[src/rtl/axi_master_arbiter_pkg.sv]
// Shared constants and state encoding for the two-master AXI4-Lite arbiter.
package axi_master_arbiter_pkg;

    localparam int unsigned NUM_M  = 2;
    localparam int unsigned RESP_W = 2;

    localparam logic [RESP_W-1:0] AXI_RESP_OKAY   = 2'b00;
    localparam logic [RESP_W-1:0] AXI_RESP_SLVERR = 2'b10;
    localparam logic [RESP_W-1:0] AXI_RESP_DECERR = 2'b11;

    typedef enum logic [2:0] {
        ST_IDLE    = 3'd0,
        ST_RD_ADDR = 3'd1,
        ST_RD_DATA = 3'd2,
        ST_WR_ADDR = 3'd3,
        ST_WR_RESP = 3'd4
    } arb_state_e;

    // Counter width able to hold the watchdog limit; a zero limit still needs one bit.
    function automatic int unsigned wdog_width(input int unsigned limit);
        return (limit > 0) ? $clog2(limit + 1) : 1;
    endfunction

endpackage

[src/rtl/axi_master_arbiter_rr_arb2.sv]
// Two-requester round-robin picker: on a tie the requester that was not served last wins.
module axi_master_arbiter_rr_arb2
    import axi_master_arbiter_pkg::*;
(
    input  logic [NUM_M-1:0] req_i,
    input  logic             last_i,
    output logic [NUM_M-1:0] gnt_o
);

    always_comb begin
        gnt_o = req_i;
        if (req_i == 2'b11) begin
            gnt_o = last_i ? 2'b01 : 2'b10;
        end
    end

endmodule

[src/rtl/axi_master_arbiter.sv]
// Serialising round-robin arbiter: two AXI4-Lite masters onto one interconnect port,
// one whole read or write outstanding at a time.
module axi_master_arbiter
    import axi_master_arbiter_pkg::*;
#(
    parameter int unsigned ADDR_W      = 32,
    parameter int unsigned DATA_W      = 32,
    parameter int unsigned TIMEOUT_CYC = 1023
) (
    input  logic                      clk_i,
    input  logic                      rst_i,

    input  logic [2*ADDR_W-1:0]       m_awaddr_i,
    input  logic [1:0]                m_awvalid_i,
    output logic [1:0]                m_awready_o,
    input  logic [2*DATA_W-1:0]       m_wdata_i,
    input  logic [2*(DATA_W/8)-1:0]   m_wstrb_i,
    input  logic [1:0]                m_wvalid_i,
    output logic [1:0]                m_wready_o,
    output logic [3:0]                m_bresp_o,
    output logic [1:0]                m_bvalid_o,
    input  logic [1:0]                m_bready_i,
    input  logic [2*ADDR_W-1:0]       m_araddr_i,
    input  logic [1:0]                m_arvalid_i,
    output logic [1:0]                m_arready_o,
    output logic [2*DATA_W-1:0]       m_rdata_o,
    output logic [3:0]                m_rresp_o,
    output logic [1:0]                m_rvalid_o,
    input  logic [1:0]                m_rready_i,

    output logic [ADDR_W-1:0]         s_awaddr_o,
    output logic                      s_awvalid_o,
    input  logic                      s_awready_i,
    output logic [DATA_W-1:0]         s_wdata_o,
    output logic [DATA_W/8-1:0]       s_wstrb_o,
    output logic                      s_wvalid_o,
    input  logic                      s_wready_i,
    input  logic [1:0]                s_bresp_i,
    input  logic                      s_bvalid_i,
    output logic                      s_bready_o,
    output logic [ADDR_W-1:0]         s_araddr_o,
    output logic                      s_arvalid_o,
    input  logic                      s_arready_i,
    input  logic [DATA_W-1:0]         s_rdata_i,
    input  logic [1:0]                s_rresp_i,
    input  logic                      s_rvalid_i,
    output logic                      s_rready_o,

    output logic [1:0]                grant_o,
    output logic                      timeout_err_o
);

    localparam int unsigned STRB_W = DATA_W / 8;
    localparam int unsigned CNT_W  = wdog_width(TIMEOUT_CYC);
    localparam logic [CNT_W-1:0] WDOG_MAX = CNT_W'(TIMEOUT_CYC);

    arb_state_e          state_q, state_d;
    logic                last_q, last_d;
    logic [1:0]          grant_q, grant_d;
    logic [ADDR_W-1:0]   addr_q, addr_d;
    logic [DATA_W-1:0]   wdata_q, wdata_d;
    logic [STRB_W-1:0]   wstrb_q, wstrb_d;
    logic                aw_done_q, aw_done_d;
    logic                w_done_q, w_done_d;
    logic [CNT_W-1:0]    wdog_q, wdog_d;
    logic                timeout_q, timeout_d;

    logic [1:0]          req_c;
    logic [1:0]          win_oh_c;
    logic                win_idx_c;
    logic                win_wr_c;
    logic                owner_c;

    assign req_c[0] = (m_awvalid_i[0] & m_wvalid_i[0]) | m_arvalid_i[0];
    assign req_c[1] = (m_awvalid_i[1] & m_wvalid_i[1]) | m_arvalid_i[1];

    axi_master_arbiter_rr_arb2 u_rr_arb2 (
        .req_i  (req_c),
        .last_i (last_q),
        .gnt_o  (win_oh_c)
    );

    assign win_idx_c = win_oh_c[1];
    assign win_wr_c  = m_awvalid_i[win_idx_c] & m_wvalid_i[win_idx_c];
    assign owner_c   = grant_q[1];

    // Toward the interconnect everything comes from the capture registers.
    assign s_awaddr_o    = addr_q;
    assign s_araddr_o    = addr_q;
    assign s_wdata_o     = wdata_q;
    assign s_wstrb_o     = wstrb_q;
    assign grant_o       = grant_q;
    assign timeout_err_o = timeout_q;

    // Response payloads are broadcast; only the owner's valid is raised.
    assign m_rdata_o = {2{s_rdata_i}};
    assign m_rresp_o = {2{s_rresp_i}};
    assign m_bresp_o = {2{s_bresp_i}};

    always_ff @(posedge clk_i) begin
        if (rst_i) begin
            state_q <= ST_IDLE;
        end else begin
            state_q <= state_d;
        end
    end

    always_ff @(posedge clk_i) begin
        if (rst_i) begin
            last_q    <= 1'b1;
            grant_q   <= '0;
            addr_q    <= '0;
            wdata_q   <= '0;
            wstrb_q   <= '0;
            aw_done_q <= 1'b0;
            w_done_q  <= 1'b0;
            wdog_q    <= '0;
            timeout_q <= 1'b0;
        end else begin
            last_q    <= last_d;
            grant_q   <= grant_d;
            addr_q    <= addr_d;
            wdata_q   <= wdata_d;
            wstrb_q   <= wstrb_d;
            aw_done_q <= aw_done_d;
            w_done_q  <= w_done_d;
            wdog_q    <= wdog_d;
            timeout_q <= timeout_d;
        end
    end

    always_comb begin
        state_d     = state_q;
        last_d      = last_q;
        grant_d     = grant_q;
        addr_d      = addr_q;
        wdata_d     = wdata_q;
        wstrb_d     = wstrb_q;
        aw_done_d   = aw_done_q;
        w_done_d    = w_done_q;
        wdog_d      = wdog_q;
        timeout_d   = timeout_q;
        m_awready_o = 2'b00;
        m_wready_o  = 2'b00;
        m_arready_o = 2'b00;
        m_bvalid_o  = 2'b00;
        m_rvalid_o  = 2'b00;
        s_awvalid_o = 1'b0;
        s_wvalid_o  = 1'b0;
        s_arvalid_o = 1'b0;
        s_bready_o  = 1'b0;
        s_rready_o  = 1'b0;

        unique case (state_q)
            ST_IDLE: begin
                // Accept is gated by reset so no master sees a handshake that is then dropped.
                if (!rst_i && (req_c != 2'b00)) begin
                    grant_d   = win_oh_c;
                    aw_done_d = 1'b0;
                    w_done_d  = 1'b0;
                    if (win_wr_c) begin
                        m_awready_o = win_oh_c;
                        m_wready_o  = win_oh_c;
                        addr_d  = win_idx_c ? m_awaddr_i[2*ADDR_W-1:ADDR_W] : m_awaddr_i[ADDR_W-1:0];
                        wdata_d = win_idx_c ? m_wdata_i[2*DATA_W-1:DATA_W] : m_wdata_i[DATA_W-1:0];
                        wstrb_d = win_idx_c ? m_wstrb_i[2*STRB_W-1:STRB_W] : m_wstrb_i[STRB_W-1:0];
                        state_d = ST_WR_ADDR;
                    end else begin
                        m_arready_o = win_oh_c;
                        addr_d  = win_idx_c ? m_araddr_i[2*ADDR_W-1:ADDR_W] : m_araddr_i[ADDR_W-1:0];
                        state_d = ST_RD_ADDR;
                    end
                end
            end
            ST_RD_ADDR: begin
                s_arvalid_o = 1'b1;
                if (s_arready_i) begin
                    state_d = ST_RD_DATA;
                end
            end
            ST_RD_DATA: begin
                m_rvalid_o = grant_q & {2{s_rvalid_i}};
                s_rready_o = |(m_rready_i & grant_q);
                if (s_rvalid_i && s_rready_o) begin
                    last_d  = owner_c;
                    grant_d = 2'b00;
                    state_d = ST_IDLE;
                end
            end
            ST_WR_ADDR: begin
                s_awvalid_o = !aw_done_q;
                s_wvalid_o  = !w_done_q;
                aw_done_d   = aw_done_q | s_awready_i;
                w_done_d    = w_done_q | s_wready_i;
                if (aw_done_d && w_done_d) begin
                    state_d = ST_WR_RESP;
                end
            end
            ST_WR_RESP: begin
                m_bvalid_o = grant_q & {2{s_bvalid_i}};
                s_bready_o = |(m_bready_i & grant_q);
                if (s_bvalid_i && s_bready_o) begin
                    last_d  = owner_c;
                    grant_d = 2'b00;
                    state_d = ST_IDLE;
                end
            end
            default: begin
                grant_d = 2'b00;
                state_d = ST_IDLE;
            end
        endcase

        // Watchdog restarts on every state change and saturates at the limit.
        if (TIMEOUT_CYC != 0) begin
            if (state_d != state_q) begin
                wdog_d = '0;
            end else if (state_q != ST_IDLE && wdog_q != WDOG_MAX) begin
                wdog_d = wdog_q + CNT_W'(1);
            end
            timeout_d = timeout_q | (wdog_d == WDOG_MAX);
        end
    end

endmodule
[config.mk]
export PLATFORM = sky130hd
export DESIGN_NAME = axi_master_arbiter
export DESIGN_NICKNAME = d
export VERILOG_FILES = /design/src/rtl/axi_master_arbiter_pkg.sv /design/src/rtl/axi_master_arbiter_rr_arb2.sv /design/src/rtl/axi_master_arbiter.sv
export SDC_FILE = /design/constraint.sdc
export NUM_CORES = 1
export LEC_CHECK = 0
export CAP_MARGIN = 5
export CORE_AREA = 2 2 170 172
export DETAILED_ROUTE_END_ITERATION = 10
export DIE_AREA = 0 0 172 174
export DONT_BUFFER_PORTS = 1
export PLACE_DENSITY_LB_ADDON = 0.2
export SLEW_MARGIN = 10
export SYNTH_ARGS = -nofsm -noshare
export SYNTH_HDL_FRONTEND = slang
export SYNTH_SLANG_ARGS = --single-unit
[constraint.sdc]
create_clock -name clk_i -period 5.2 [get_ports clk_i]
set_clock_uncertainty 0.1 [all_clocks]
set_input_delay 1.56 -clock clk_i [delete_from_list [all_inputs] [get_ports clk_i]]
set_output_delay 1.56 -clock clk_i [all_outputs]
set_load 0.03 [all_outputs]
### Yosys cells after proc, flatten, opt, wreduce, memory -nomap -nowiden

Cells that the tools add are included.

| storage, ports and cells | value |
|---|---|
| register bits after elaboration | 87 |
| output and inout bits | 190 |
| word-level logic and storage cells | 100 |

| operators by class | value |
|---|---|
| add/sub/neg operators | 1 |
| magnitude comparators | 1 |
| equality and inequality tests | 11 |
| mux-type cells | 43 |
| bitwise operators | 13 |
| reductions and logical operators | 21 |

Operator list:

| operator | number |
|---|---|
| 32-bit two-way mux | 4 |
| 2-bit two-way mux | 14 |
| 10-bit two-way mux | 2 |
| 3-bit two-way mux | 5 |
| 3-bit one-hot mux with 5 select lines | 1 |
| 1-bit two-way mux | 12 |
| 10-bit by 1-bit adder with 10-bit output, second input constant | 1 |
| 10-bit == test, second input constant | 1 |
| 10-bit != test, second input constant | 1 |
| 2-bit AND | 4 |
| 2-bit one-hot mux with 4 select lines | 1 |
| 3-bit by 2-bit == test with 1-bit output, second input constant | 2 |
| 2-bit != test, second input constant | 3 |
| 1-bit one-hot mux with 2 select lines | 3 |
| 3-bit AND reduction | 2 |
| 2-bit nonzero test | 3 |
| 2-bit OR reduction | 3 |
| 1-bit logical AND | 5 |
| 1-bit OR | 5 |
| 4-bit two-way mux | 1 |
| 2-bit AND reduction | 2 |
| 4-bit AND reduction | 1 |
| 1-bit AND | 3 |
| 3-bit by 1-bit == test with 1-bit output, second input constant | 1 |
| 8 further kinds | 10 |

### Depth between registers and ports, before layout

| logic depth | value |
|---|---|
| word-level depth | 14 |
| depth in mapped cells | 9 |

### By module

From an unflattened synthesis, not the netlist that was laid out.

| second synthesis, totals | value |
|---|---|
| cell total of the unflattened synthesis | 605 |
| area total of the unflattened synthesis | 5,615.4 um^2 |

Modules (own cells, without submodules):

| module | instances | cells an instance | area an instance (um^2) |
|---|---|---|---|
| axi_master_arbiter | 1 | 602 | 5,596.6 |
| axi_master_arbiter_rr_arb2 | 1 | 3 | 18.8 |

### Worst setup path after synthesis

Ideal clock, no wire load.

| timing path | value |
|---|---|
| path type | input to output |
| start | input m_awvalid_i[0] |
| end | output m_arready_o[1] |
| arrival time | 4,141 ps |
| slack | -601 ps |
| stages on the path | 7 |
| path buffers | 4 |
| path through | a21o_1 > a21o_1 > buf_4 > buf_4 > buf_2 > buf_2 > a2111oi_0 |

| on the way | value |
|---|---|
| cells in the longest elaborated chain, start to end | 10 |
| elaborated cells on any way between the ends | 14 |

RTL lines:

| what | line | RTL |
|---|---|---|
| start: declaration | axi_master_arbiter.sv:14 | `input logic [1:0] m_awvalid_i,` |
| 1-bit AND | axi_master_arbiter.sv:74 | `assign req_c[0] = (m_awvalid_i[0] & m_wvalid_i[0]) \| m_arvalid_i[0];` |
| 1-bit OR | axi_master_arbiter.sv:74 |  |
| 2-bit == test | axi_master_arbiter_rr_arb2.sv:12 | `if (req_i == 2'b11) begin` |
| 2-bit two-way mux | axi_master_arbiter_rr_arb2.sv:12 |  |
| 1-bit two-way mux (not written as such) (2 in a row) | axi_master_arbiter.sv:84 | `assign win_wr_c = m_awvalid_i[win_idx_c] & m_wvalid_i[win_idx_c];` |
| 1-bit AND | axi_master_arbiter.sv:84 |  |
| 2-bit two-way mux | axi_master_arbiter.sv:161 | `if (win_wr_c) begin` |
| 2-bit two-way mux (*) | axi_master_arbiter.sv:157 | `if (!rst_i && (req_c != 2'b00)) begin` |
| 2-bit two-way mux (*) | axi_master_arbiter.sv:154 | `unique case (state_q)` |
| end: declaration | axi_master_arbiter.sv:25 | `output logic [1:0] m_arready_o,` |

Every way passes the cells marked *; elsewhere a longest branch is shown, timed or not. The select of a mux whose other input is x is not followed.

### Worst setup path in the final report

| timing path | value |
|---|---|
| start | input m_awvalid_i[1] |
| end | output m_arready_o[0] |

| on the way | value |
|---|---|
| cells in the longest elaborated chain, start to end | 10 |
| elaborated cells on any way between the ends | 14 |

RTL lines:

| what | line | RTL |
|---|---|---|
| 1-bit AND | axi_master_arbiter.sv:75 | `assign req_c[1] = (m_awvalid_i[1] & m_wvalid_i[1]) \| m_arvalid_i[1];` |
| 1-bit OR | axi_master_arbiter.sv:75 |  |
| 2-bit == test | axi_master_arbiter_rr_arb2.sv:12 |  |
| 2-bit two-way mux | axi_master_arbiter_rr_arb2.sv:12 |  |
| 1-bit two-way mux (not written as such) (2 in a row) | axi_master_arbiter.sv:84 |  |
| 1-bit AND | axi_master_arbiter.sv:84 |  |
| 2-bit two-way mux | axi_master_arbiter.sv:161 |  |
| 2-bit two-way mux (*) | axi_master_arbiter.sv:157 |  |
| 2-bit two-way mux (*) | axi_master_arbiter.sv:154 |  |

Marked as above.

==> key figures <==
Global routing
  – Congestion Overflow GR: 0
  – Largest net degree at the start of global routing: 85
  – GRT Total Usage: 11.6%
  – Vias in the first global route: 4081
  – Global-route wire length before repair: 25700 µm
  – Initial antenna violation count: 2

CTS
  – Worst skew pair latency: 0.35 ns
  – Clk Tree Root Cell: clkbuf_16
  – Clock tree sinks: 87
  – Setup bufs post-CTS: 0
  – Clk buf depth: 2
  – Cts repair resizes: 0
  – Cts hold-fix bufs: 0
  – CTS tree: built
  – H-Tree Depth: 3
  – Clock-pin slew on the worst setup and hold paths: 0.07 ns
  – TritonCTS Buffers: 9

Critical path
  – FF-to-FF path depth: 6
  – Crit path required time: 3.54 ns
  – Crit end category: primary output
  – Crit path kind: input port to primary output
  – FF-to-FF setup slack: 2.35 ns
  – Peak fanout along the critical path: 6
  – Worst Setup Start Kind: input port
  – RR Startpoint: state_q[0]$_SDFF_PP0_
  – Worst Setup EP: m_arready_o[0]
  – Critical R2R Capture: s_wdata_o[10]$_SDFFE_PP0P_
  – Worst EP arrival: 2.84 ns
  – CP startpoint: m_awvalid_i[1]

Timing
  – Max-slew headroom: 30.2%
  – Final Critical Period: 4.50 ns
  – Slew Limit Fails: 0
  – Setup Viol. Count Final: 0
  – Achievable Freq: 0.222 GHz
  – Fin crit share: 86.5%
  – Least-Margin Pin Slew: 1.05 ns
  – Final Hold Viols: 0
  – Total negative setup slack: 0 ns
  – RSZ-0062 raised after global routing: false
  – Final WS setup: 0.701 ns

Synth
  – Post-Syn Area: 5450 µm²
  – Main flop type after synthesis: dfxtp_1
  – Unique masters post-synth: 45
  – Ys Warns: 0
  – FFs w/ async S/R, synth: 0%
  – Area leader, netlist: dfxtp_1
  – Number of synthesized flops with an enable pin: 0
  – Share of the synthesized area in the top cell type: 32.0%
  – Syn Nets: 871
  – Area contributors post-synth: dfxtp_1 (32%), buf_4 (15%), mux4_2 (12%)
  – Seq cells post-synth: 87
  – Synth Instances: 617
  – Mean post-synth cell area: 8.83 µm²
  – Post-synthesis sequential area ratio: 32.0%

Detailed routing
  – Initial DRC Count: 127
  – DRC viols: 0
  – Vias/cell: 4.62
  – Routed vias: 4039
  – Post-DR wirelength/cell: 20.9 µm
  – Pre-Repair DR Iteration Count: 4
  – Post-route ant nets: 0
  – Final WL: 18300 µm

Status
  – Outcome: completed

Floorplanning
  – Die Y: 174 µm
  – Num ports: 443
  – Initial cell density of the core: 19.3%
  – Die Wd: 172 µm
  – Core Region: 28200 µm²
  – Row cnt: 62
  – DIE AREA: 29900 µm²

Pwr
  – Worst vdd ir: 0.154 mV
  – PwrDens: 378 nW/µm²
  – Static leakage: 1.96 nW

Placement
  – Final Wtd Congestion: 0.795
  – Port bufs: 0
  – Detailed Place HPWL: 14100 µm
  – Pre-CTS setup slack: 0.703 ns

Layout
  – Most frequent cells in the layout: nand2_1 (87), dfxtp_1 (87), nor2_1 (55)
  – Layout cells sized above 1: 14.3%
  – Final core utilization: 19.1%
  – Nets@finish: 739
  – Synthesis-to-finish area growth: -1.24%

Worst hold path
  – Hold WC Path Type: flip-flop to flip-flop

Run
  – Maximum capacitance violations: 0
==> synth_stat cells, types with 6 or more instances <==
cell type / instances
buf_4: 111
nand2_1: 88
dfxtp_1: 87
nor2_1: 55
a311oi_1: 36
a21o_1: 31
clkbuf_1: 29
mux4_2: 29
nor3b_1: 29
buf_2: 13
a21oi_1: 11
and3_1: 11
nand3_1: 10
nor3_1: 9
inv_1: 6
mux2_2: 6
==> layer usage <==
layer	track usage (%)	wire (µm)
met1	12.8	7040
met2	20.2	9360
met3	4.26	1480
met4	4.48	380
met5	0	13
==> area by class of cell <==
type	instances	area (µm²)
clock inverters	6	91.3
inverters	6	22.5
diodes	1	2.50
clock buffers	10	239
flip-flops and latches	87	1740
repair buffers	10	87.6
multi-input cells	371	2720
fillers	3213	22900
well taps	384	480
==> registers in the layout (all words and copies together), names as in the netlist, 2 cells and up <==
signal,flops
s_araddr_o,32
s_wdata_o,32
wdog_q,10
s_wstrb_o,4
state_q,3
grant_o,2
==> stage by stage <==
stage               power (W)  hold WS (ns)  area, µm²  std cells
CTS                   0.00208         0.406       5380        874
global route          0.00214         0.425       5380        875
floorplan             0.00140         0.360       5460        617
finish                0.00203         0.400       5380        875
global placement      0.00132         0.378       5050        858
detailed placement    0.00133         0.389       5050        858
==> worst min-delay path by stage <==
| stage | start | end | slack, ns | depth (start not counted) |
|---|---|---|---|---|
| after detailed placement | wdog_q[8]$_SDFF_PP0_ | wdog_q[8]$_SDFF_PP0_ | 0.39 | 2 |
| after CTS | wdog_q[8]$_SDFF_PP0_ | wdog_q[8]$_SDFF_PP0_ | 0.41 | 2 |
| after floorplan | wdog_q[8]$_SDFF_PP0_ | wdog_q[8]$_SDFF_PP0_ | 0.36 | 2 |
| after global placement | wdog_q[8]$_SDFF_PP0_ | wdog_q[8]$_SDFF_PP0_ | 0.38 | 2 |
| final | wdog_q[6]$_SDFF_PP0_ | wdog_q[6]$_SDFF_PP0_ | 0.40 | 2 |
| after global routing | wdog_q[6]$_SDFF_PP0_ | wdog_q[6]$_SDFF_PP0_ | 0.43 | 2 |
==> cell families after synthesis <==
group,Yosys count,share of synthesized area (%)
compound gates,111,15.9
mux,36,13.4
flops,87,32.0
buf+inv,159,18.9
xor+xnor,5,0.803
simple gates,218,18.8
fa+ha+maj,1,0.230
==> where the power goes <==
part,switching [W],internal (W)
Clock,0.000293,0.000437
Combinational,0.000160,0.000142
Sequential,0.000271,0.000730
==> worst max-delay path: stages <==
cell	delay (ns)
a21oi_1	0.61
o211ai_1	0.25
nor3_1	0.23
buf_4	0.19
(Power assumes the default switching activity.)
